==> src/rtl/mem_arbiter.sv <==
// Memory arbiter: the CPU owns the memory port combinationally whenever it asks for it;
// a single device request is buffered and issued in the first cycle the CPU leaves free.
module mem_arbiter #(
  parameter int AW           = 8,
  parameter int DW           = 32,
  parameter int STARVE_LIMIT = 16
) (
  input  logic          clk,
  input  logic          rst,
  input  logic          cpu_read,
  input  logic          cpu_write,
  input  logic [AW-1:0] cpu_addr,
  input  logic [DW-1:0] cpu_wdata,
  output logic [DW-1:0] cpu_rdata,
  input  logic          dev_req,
  input  logic          dev_we,
  input  logic [AW-1:0] dev_addr,
  input  logic [DW-1:0] dev_wdata,
  output logic          dev_ready,
  output logic          dev_done,
  output logic [DW-1:0] dev_rdata,
  output logic          dev_starve,
  output logic          mem_en,
  output logic          mem_we,
  output logic [AW-1:0] mem_addr,
  output logic [DW-1:0] mem_wdata,
  input  logic [DW-1:0] mem_rdata
);

  typedef enum logic [1:0] {IDLE, PEND, DONE} state_t;

  localparam logic [7:0] LIMIT = 8'(STARVE_LIMIT);

  state_t        state;
  logic          lat_we;
  logic [AW-1:0] lat_addr;
  logic [DW-1:0] lat_wdata;
  logic [7:0]    wait_cnt;
  logic [7:0]    wait_next;
  logic          cpu_active;
  logic          grant;

  assign cpu_active = cpu_read | cpu_write;
  // A pending access is never issued in a reset cycle, so an aborted request cannot touch memory.
  assign grant      = (state == PEND) && !cpu_active && !rst;
  assign wait_next  = (wait_cnt == 8'hFF) ? wait_cnt : wait_cnt + 8'd1;
  assign cpu_rdata  = mem_rdata;

  always_comb begin
    mem_en    = 1'b0;
    mem_we    = 1'b0;
    mem_addr  = '0;
    mem_wdata = '0;
    if (cpu_active) begin
      mem_en    = 1'b1;
      mem_we    = cpu_write;
      mem_addr  = cpu_addr;
      mem_wdata = cpu_wdata;
    end else if (grant) begin
      mem_en    = 1'b1;
      mem_we    = lat_we;
      mem_addr  = lat_addr;
      mem_wdata = lat_wdata;
    end
  end

  always_ff @(posedge clk) begin
    if (rst) begin
      state      <= IDLE;
      dev_ready  <= 1'b1;
      dev_done   <= 1'b0;
      dev_starve <= 1'b0;
      dev_rdata  <= '0;
      wait_cnt   <= '0;
      lat_we     <= 1'b0;
      lat_addr   <= '0;
      lat_wdata  <= '0;
    end else begin
      case (state)
        IDLE: begin
          dev_done   <= 1'b0;
          dev_starve <= 1'b0;
          if (dev_req) begin
            lat_we    <= dev_we;
            lat_addr  <= dev_addr;
            lat_wdata <= dev_wdata;
            wait_cnt  <= '0;
            dev_ready <= 1'b0;
            state     <= PEND;
          end
        end
        PEND: begin
          if (cpu_active) begin
            wait_cnt   <= wait_next;
            dev_starve <= (wait_next >= LIMIT);
          end else begin
            if (!lat_we) dev_rdata <= mem_rdata;
            dev_starve <= 1'b0;
            dev_done   <= 1'b1;
            state      <= DONE;
          end
        end
        DONE: begin
          dev_done  <= 1'b0;
          dev_ready <= 1'b1;
          state     <= IDLE;
        end
        default: begin
          dev_done   <= 1'b0;
          dev_starve <= 1'b0;
          dev_ready  <= 1'b1;
          state      <= IDLE;
        end
      endcase
    end
  end

endmodule
==> config.mk <==
export PLATFORM = sky130hd
export DESIGN_NAME = mem_arbiter
export DESIGN_NICKNAME = d
export VERILOG_FILES = /design/src/rtl/mem_arbiter.sv
export SDC_FILE = /design/constraint.sdc
export NUM_CORES = 1
export LEC_CHECK = 0
export CORE_ASPECT_RATIO = 1.5
export CORE_MARGIN = 2
export CORE_UTILIZATION = 38
export CTS_CLUSTER_DIAMETER = 150
export CTS_CLUSTER_SIZE = 24
export DETAILED_ROUTE_END_ITERATION = 16
export GPL_ROUTABILITY_DRIVEN = 0
export PLACE_DENSITY = 0.85
export SLEW_MARGIN = 15
export SYNTH_ARGS = -nofsm -noshare
export SYNTH_HDL_FRONTEND = slang
export SYNTH_SLANG_ARGS = --single-unit
export TNS_END_PERCENT = 100
==> constraint.sdc <==
create_clock -name clk -period 1.85 [get_ports clk]
set_input_delay 0.37 -clock clk [delete_from_list [all_inputs] [get_ports clk]]
set_output_delay 0.37 -clock clk [all_outputs]
set_load 0.01 [all_outputs]
==> impl_results.md, run 1 <==
* Share of synthesized cell area in full adder, half adder and majority cells at 0.003239
* Area of all placed cells without fillers at 0.006400 sq mm
* Vert. Die Dim at 127.5 microns
* Worst r2r path cells at 6
* Maximum root-to-sink buffer count at 2
* Total congestion overflow after global routing at 0
* Required time of the critical path at 1480 ps
* Worst setup path class: in -> out
* Area growth, synth to finish at 65.69%
* Max Fclk at 524.2 MHz
* Final Hold Fails at 0
* Pin count of the biggest net entering global routing at 47
* Fraction of synthesized area in multiplexers at 0.008098
* Min-Delay Endpoint: dev_rdata[21]
* FF-to-FF setup slack at 170 ps
* Post-route antenna net violation count at 0
* RSZ-0062 raised after global routing: yes
* Number of distinct library cell variants in the gate-level netlist after synthesis at 33
* Period minus WS final at 1908 ps
* Antenna diode count at 0
* Area share of xor/xnor cells in the synthesized design at 0.009070
* Count of nets after finishing at 794
* Worst rel slew slack at 0.6809
* Core region area at around 0.010 sq mm
* Worst flop-to-flop path startpoint: wait_cnt[0]
* Layout Skew at 5.616 ps
* Transition time at the pin with the least slew margin at 478.7 ps
* Via count of the first global-routing pass at roughly 4000
* Clock slew at reported path FFs at 60 ps
* Finished Core Util at 0.6386
* Terminus of the critical flop-to-flop path: dev_starve
* Clock latency of the later-clocked register in the worst-skew pair at 330 ps
* Number of vias per cell at 5.118
* Worst setup margin at -57.83 ps
* Avg Cell Area, Syn at 8.097 sq um
* CTS Buf Count at 9
* Number of port buffers at 226
* Outcome: finished, violations left
* Largest family of logic cells by synthesized area: compound AO/OA/AOI/OAI gates
* Cell at the root of the clock tree: sky130_fd_sc_hd__clkbuf_16
* Width of the die at 86.32 microns
* Number of buffers added to fix hold violations after cts at 0
* Cell Area, Synth at 0.003862 sq mm
* Violations in the final reports: negative setup slack
* Static leakage at between 2 and 2.5 nW
* Startpoint type of the worst setup path: input pin
* Worst IR Drop VDD at 450.7 uV
* Aggregate negative setup slack at -1530 ps
* Largest incremental delay on the critical path at 240 ps
* Post-synthesis compound-gate area fraction at 0.2167
* Share of post-route cells with drive strength above 1 at 0.1721
* Synth area leaders: sky130_fd_sc_hd__dfxtp_1 45%, sky130_fd_sc_hd__nand2_1 14%, sky130_fd_sc_hd__a22o_1 9.1%
* CP most frequent cell: sky130_fd_sc_hd__buf_2
* DP Wirelength at 8.714 mm
* Post-detailed-placement cell area at 0.006088 sq mm
* Number of DRC violations after detailed routing at 0
* CP Cell Sequence: buf_2, or2_4, nor3_4, buf_12, clkbuf_16, a22o_1, buf_2
* Global-route wire length before repair at 18.77 mm
* Number of register bits inferred by synthesis at 86
* CTS tree: done
* Fin. max-slew vios at 0
* Synthesized Nets at 596
* Row Count at 45
* Sequential-to-total area share from yosys stat at 0.4457
* Initial core utilization at 0.3854
* Antenna violations before repair at 1
* Die Outline Area at 0.01100 sq mm
* Arrival time of the worst setup path at 1540 ps
* Slowest cell on the critical path: sky130_fd_sc_hd__or2_4
* Count of cells along the worst hold path at 2
* Areal power density over the cells at 751.6 mW/mm^2
* Simple-gate area share of the yosys netlist at 0.2076
* Final count of negative-setup-slack endpoints at 40
* Max-cap violations at 0
* Clock sink total at between 80 and 90
* Yosys top cell area share at 0.4457
* Type of the most critical hold path: reg -> reg
* Overall routed net length at 12.45 mm
* Number of vias after detailed routing at 4079
* Routed len/inst at about 16 microns
* Initial DRC Count at 119
* CP Capture Type: output port
* Clock H-tree levels at 3
* Warning count from the yosys run at 0
* Overall routing resource usage at 0.2151
* Synthesized instance count at around 480
* Biggest fanout along the worst timing path at 9
* Fillers at just under 900
* Initial DRT Pass Iterations at 6
* Hold wc startpoint: dev_rdata[21]
* Ports at 227
* Crit share post-route at 1.031
* Cell accounting for the most synthesized area: sky130_fd_sc_hd__dfxtp_1
-- cell usage in the layout, fill, tap and decap left out, drive strengths merged, types with 2 or more instances in the layout --
master / Yosys / final
a21oi: 77 / 77
a22o: 40 / 40
buf: 50 / 70
bufinv: 0 / 2
clkbuf: 18 / 14
clkdlybuf4s50: 0 / 181
dfxtp: 86 / 86
mux2i: 2 / 2
nand2: 153 / 153
nand2b: 2 / 2
nand3: 4 / 4
nand4: 2 / 2
nor2: 8 / 8
nor3: 11 / 11
nor3b: 2 / 2
o211ai: 2 / 2
o21ai: 4 / 4
or2: 2 / 2
xnor2: 4 / 4
-- worst max-delay path, delay by kind of cell --
kind                   cells  cell delay [ps]
AND/OR/NAND/NOR            2              450
AO/OA/AOI/OAI              1              120
buffers and inverters      4              580
-- Yosys cell counts --
master,n
sky130_fd_sc_hd__nand2_2,10
sky130_fd_sc_hd__a21oi_2,11
sky130_fd_sc_hd__nor3_2,2
sky130_fd_sc_hd__o21ai_0,4
sky130_fd_sc_hd__or2_1,1
sky130_fd_sc_hd__xnor2_1,4
sky130_fd_sc_hd__nor2_1,8
sky130_fd_sc_hd__or2_2,1
sky130_fd_sc_hd__nor3_1,9
sky130_fd_sc_hd__ha_1,1
sky130_fd_sc_hd__a41oi_1,1
sky130_fd_sc_hd__nor3b_1,2
sky130_fd_sc_hd__o211ai_1,2
sky130_fd_sc_hd__a21oi_1,66
sky130_fd_sc_hd__mux2i_1,2
sky130_fd_sc_hd__nand3b_1,1
sky130_fd_sc_hd__clkbuf_1,18
sky130_fd_sc_hd__and4_1,1
sky130_fd_sc_hd__a211o_1,1
sky130_fd_sc_hd__nand2b_1,2
sky130_fd_sc_hd__a22o_1,40
sky130_fd_sc_hd__dfxtp_1,86
sky130_fd_sc_hd__nand3_1,4
sky130_fd_sc_hd__nand4_1,2
sky130_fd_sc_hd__a21o_1,1
sky130_fd_sc_hd__nor2b_1,1
sky130_fd_sc_hd__buf_6,4
sky130_fd_sc_hd__or3_1,1
sky130_fd_sc_hd__and3_1,1
sky130_fd_sc_hd__buf_4,32
sky130_fd_sc_hd__nand2_1,143
sky130_fd_sc_hd__mux2_2,1
sky130_fd_sc_hd__buf_2,14
-- layer usage --
layer / up-vias / track usage / routed length (microns)
li1: 1984 / - / -
met1: 1874 / 0.2222 / 4461
met2: 194 / 0.4086 / 6553
met3: 27 / 0.04393 / 995
met4: 0 / 0.09375 / 437
met5: - / 0 / 0
-- layout make-up --
class | count | area, sq um | area share
clock buffers | 11 | 242.7 | 0.03793
well taps | 117 | 146.4 | 0.02287
multi-input cells | 323 | 1745 | 0.2727
clock inverters | 5 | 81.33 | 0.01271
repair buffers | 255 | 2461 | 0.3846
flip-flops and latches | 86 | 1723 | 0.2692
-- flip-flops by register name (all words and copies together) (netlist names) --
register    count
state           2
dev_done        1
dev_rdata      32
lat_wdata      32
wait_cnt        8
dev_starve      1
lat_addr        8
dev_ready       1
lat_we          1
-- stage by stage --
stage / hold WS, ps / power (W) / setup WS, ps / std cells
final: 452.6 / 0.004810 / -57.83 / 797
after floorplan: 436.0 / 0.002416 / 137.1 / 477
after detailed placement: 446.5 / 0.002959 / -816.3 / 772
after CTS: 454.7 / 0.004844 / -168.5 / 794
after global placement: 441.4 / 0.002934 / -802.6 / 772
after global routing: 477.7 / 0.004997 / -104.5 / 797
-- logic make-up (layout without fill, tap and decap cells) --
logic type,after synthesis,count (layout)
fa+ha+maj,1,1
mux,3,3
buf+inv,68,271
simple gates,189,189
flops,86,86
compound gates,126,126
xor+xnor,4,4
-- repair_timing --
item,in CTS,in global routing
hold endpoints to repair,0,0
setup endpoints to repair,42,41
gates cloned,3,4
pin swaps,4,5
gates resized for setup,180,7
setup buffers,3,1
-- power by group --
part	switching, W	internal [W]
logic	0.000377	0.000521
registers	0.0000516	0.00193
clock network	0.000704	0.00122
total	0.00113	0.00368
-- how the worst max path moves through the flow --
stage                         start             to  slack [ps]  depth (start not counted)
final                      cpu_read  mem_wdata[25]         -60                          7
after global routing       state[1]    mem_addr[1]        -100                          6
after CTS                  state[1]    mem_addr[0]        -170                          6
after detailed placement   cpu_read  mem_wdata[10]        -820                          6
after global placement    cpu_write    mem_addr[1]        -800                          6
after floorplan           cpu_write    mem_addr[5]         140                          5
No activity file was read; power rests on OpenSTA's default activity.
==> run 2: changes to the inputs <==
- SLEW_MARGIN: 15 -> 5
==> results of run 2 <==
Final layout, timing and power as in run 1 (identical DEF).
==> run 3: changes to the inputs <==
- CORE_AREA: not set -> 2 2 89 91
- CORE_ASPECT_RATIO: 1.5 -> not set
- CORE_MARGIN: 2 -> not set
- CORE_UTILIZATION: 38 -> not set
- DIE_AREA: not set -> 0 0 91 93
- DONT_BUFFER_PORTS: not set -> 1
- GPL_ROUTABILITY_DRIVEN: 0 -> not set
- PLACE_DENSITY: 0.85 -> 0.71
==> run 3 against run 2 <==
  * The run still ends with negative setup slack left
  * Worst setup slack worse by 2.7 ps
  * Highest routed layer unchanged
  * Clock power is 31% lower
  * Cell area is 32% lower
  * Clock-buffer cell count stayed put
==> impl_results.md, run 3 (synthesis gave the netlist of run 1 again) <==
* Outcome: finished, violations left
* Violations in the final reports: negative setup slack
* DP Wirelength at roughly 6 mm
* CP Cell Sequence: nand2b_4, nor3_4, buf_6, buf_6, buf_16, a22o_1
* Total congestion overflow after global routing at 0
* Ports at 227
* Max-cap violations at 0
* Slowest cell on the critical path: sky130_fd_sc_hd__dfxtp_2
* Period minus WS final at 1911 ps
* Via count of the first global-routing pass at 2892
* Count of nets after finishing at around 560
* Largest incremental delay on the critical path at 330 ps
* Final count of negative-setup-slack endpoints at 34
* Count of cells along the worst hold path at 1
* Maximum root-to-sink buffer count at 2
* Overall routing resource usage at 0.2187
* CTS Buf Count at 9
* Grt met3 use at 0.06849
* Area of all placed cells without fillers at 0.004375 sq mm
* Final Hold Fails at 0
* FF-to-FF setup slack at 190 ps
* Transition time at the pin with the least slew margin at 767.9 ps
* Vert. Die Dim at 93 microns
* CP most frequent cell: sky130_fd_sc_hd__buf_6
* Crit share post-route at 1.033
* Buf+Inv Stages, Crit Path at 3
* Max Fclk at 523.4 MHz
* CP Capture Type: output port
* Routed len/inst at between 15 and 20 microns
* Biggest fanout along the worst timing path at 6
* Worst IR Drop VDD at approximately 420 uV
* Initial core utilization at 0.5131
* Layout Skew at between 10 and 15 ps
* Startpoint type of the worst setup path: register
* Worst r2r path cells at 6
* Arrival time of the worst setup path at approximately 1500 ps
* Post-detailed-placement cell area at 0.003690 sq mm
* Row Count at 32
* Type of the most critical hold path: in -> reg
* Post-route antenna net violation count at 0
* Worst setup margin at -60.52 ps
* Area growth, synth to finish at 13.28%
* Share of post-route cells with drive strength above 1 at 0.2280
* Clock slew at reported path FFs at 90 ps
* Antenna diode count at 0
* RSZ-0062 raised after global routing: yes
* Cell count along the critical path at 6
* Static leakage at ~1.6 nW
* Required time of the critical path at ~1500 ps
* Category of cells accounting for the largest share of critical-path delay: buffers and inverters
* Die Outline Area at 0.008463 sq mm
* Number of buffers added to fix hold violations after cts at 0
* Final Instance Count excl. Fillers at 545
* Number of vias after detailed routing at 3101
* CTS tree: done
* Overall routed net length at 9.996 mm
* Areal power density over the cells at 863.1 mW/mm^2
* Initial DRT Pass Iterations at 4
* Antenna violations before repair at 0
* Number of port buffers at 0
* Busiest layer in global routing: met2
* Most common cell after layout, fill and taps aside: sky130_fd_sc_hd__nand2_1
* Clock latency of the later-clocked register in the worst-skew pair at roughly 340 ps
* Overall Power at 0.003776 W
* Number of vias per cell at 5.690
* Most frequent cells in the layout: 143 x sky130_fd_sc_hd__nand2_1, 84 x sky130_fd_sc_hd__dfxtp_1, 66 x sky130_fd_sc_hd__a21oi_1, 38 x sky130_fd_sc_hd__a22o_4, 11 x sky130_fd_sc_hd__a21oi_2
* Number of DRC violations after detailed routing at 0
* Pin count of the biggest net entering global routing at 88
* Biggest regs: dev_rdata x32, lat_wdata x32
* Global placer's final weighted congestion at approximately 0.75
* Cells after DPL at 520
* Worst setup path class: reg -> out
* Initial DRC Count at 217
* Fin. max-slew vios at 0
* Global-route wire length before repair at 14.86 mm
* Clock sink total at 86
* Width of the die at 91 microns
* Met1 capacity usage during global routing at 0.2722
* Worst rel slew slack at 0.4881
* GR Layer Usage met2 at 0.3667
* Cell at the root of the clock tree: sky130_fd_sc_hd__clkbuf_8
* Fillers at between 700 and 800
* Clock H-tree levels at 3
* Core region area at 0.007527 sq mm
==> run 3: layout make-up <==
type	count	area, sq um	share of cell area
multi-input cells	323	2076	0.4744
flip-flops and latches	86	1724	0.3941
repair buffers	18	247.7	0.05662
clock buffers	11	141.4	0.03231
well taps	102	127.6	0.02917
clock inverters	5	58.81	0.01344
==> run 3: per-layer routing <==
metal	part of all wire	wire length, microns
met4	0.013	127
met5	0	0
met2	0.51	5135
met3	0.073	734
met1	0.40	3999
==> run 3: metrics by stage <==
stage,hold slack [ps],util,setup slack [ps],setup TNS (ps)
final,88.87,0.5813,-60.52,-753.9
after global routing,57.63,0.5813,-127.7,-3566
after CTS,68.25,0.5627,-133.6,-2995
after detailed placement,440.7,0.4902,88.95,0
after global placement,436.3,0.4902,137.9,0
after floorplan,436.0,-,137.1,0
==> run 3: where the power goes <==
| group | internal (W) | switching [W] |
|---|---|---|
| Sequential | 0.00193 | 0.0000745 |
| Clock | 0.000662 | 0.000665 |
| Combinational | 0.000208 | 0.000234 |
| Total | 0.00280 | 0.000973 |
==> run 3: repair_timing <==
action,CTS,global route
gates cloned,2,2
gates resized for setup,32,14
setup buffers,5,1
setup endpoints to repair,41,41
pin swaps,6,6
==> run 3: final timing paths <==
kind | endpoint | start
worst max-delay path | mem_wdata[1] | state[1]
worst min-delay path | lat_wdata[3] | rst
worst max register to register | dev_starve | wait_cnt[0]
worst min register to register | lat_wdata[1] | lat_wdata[1]
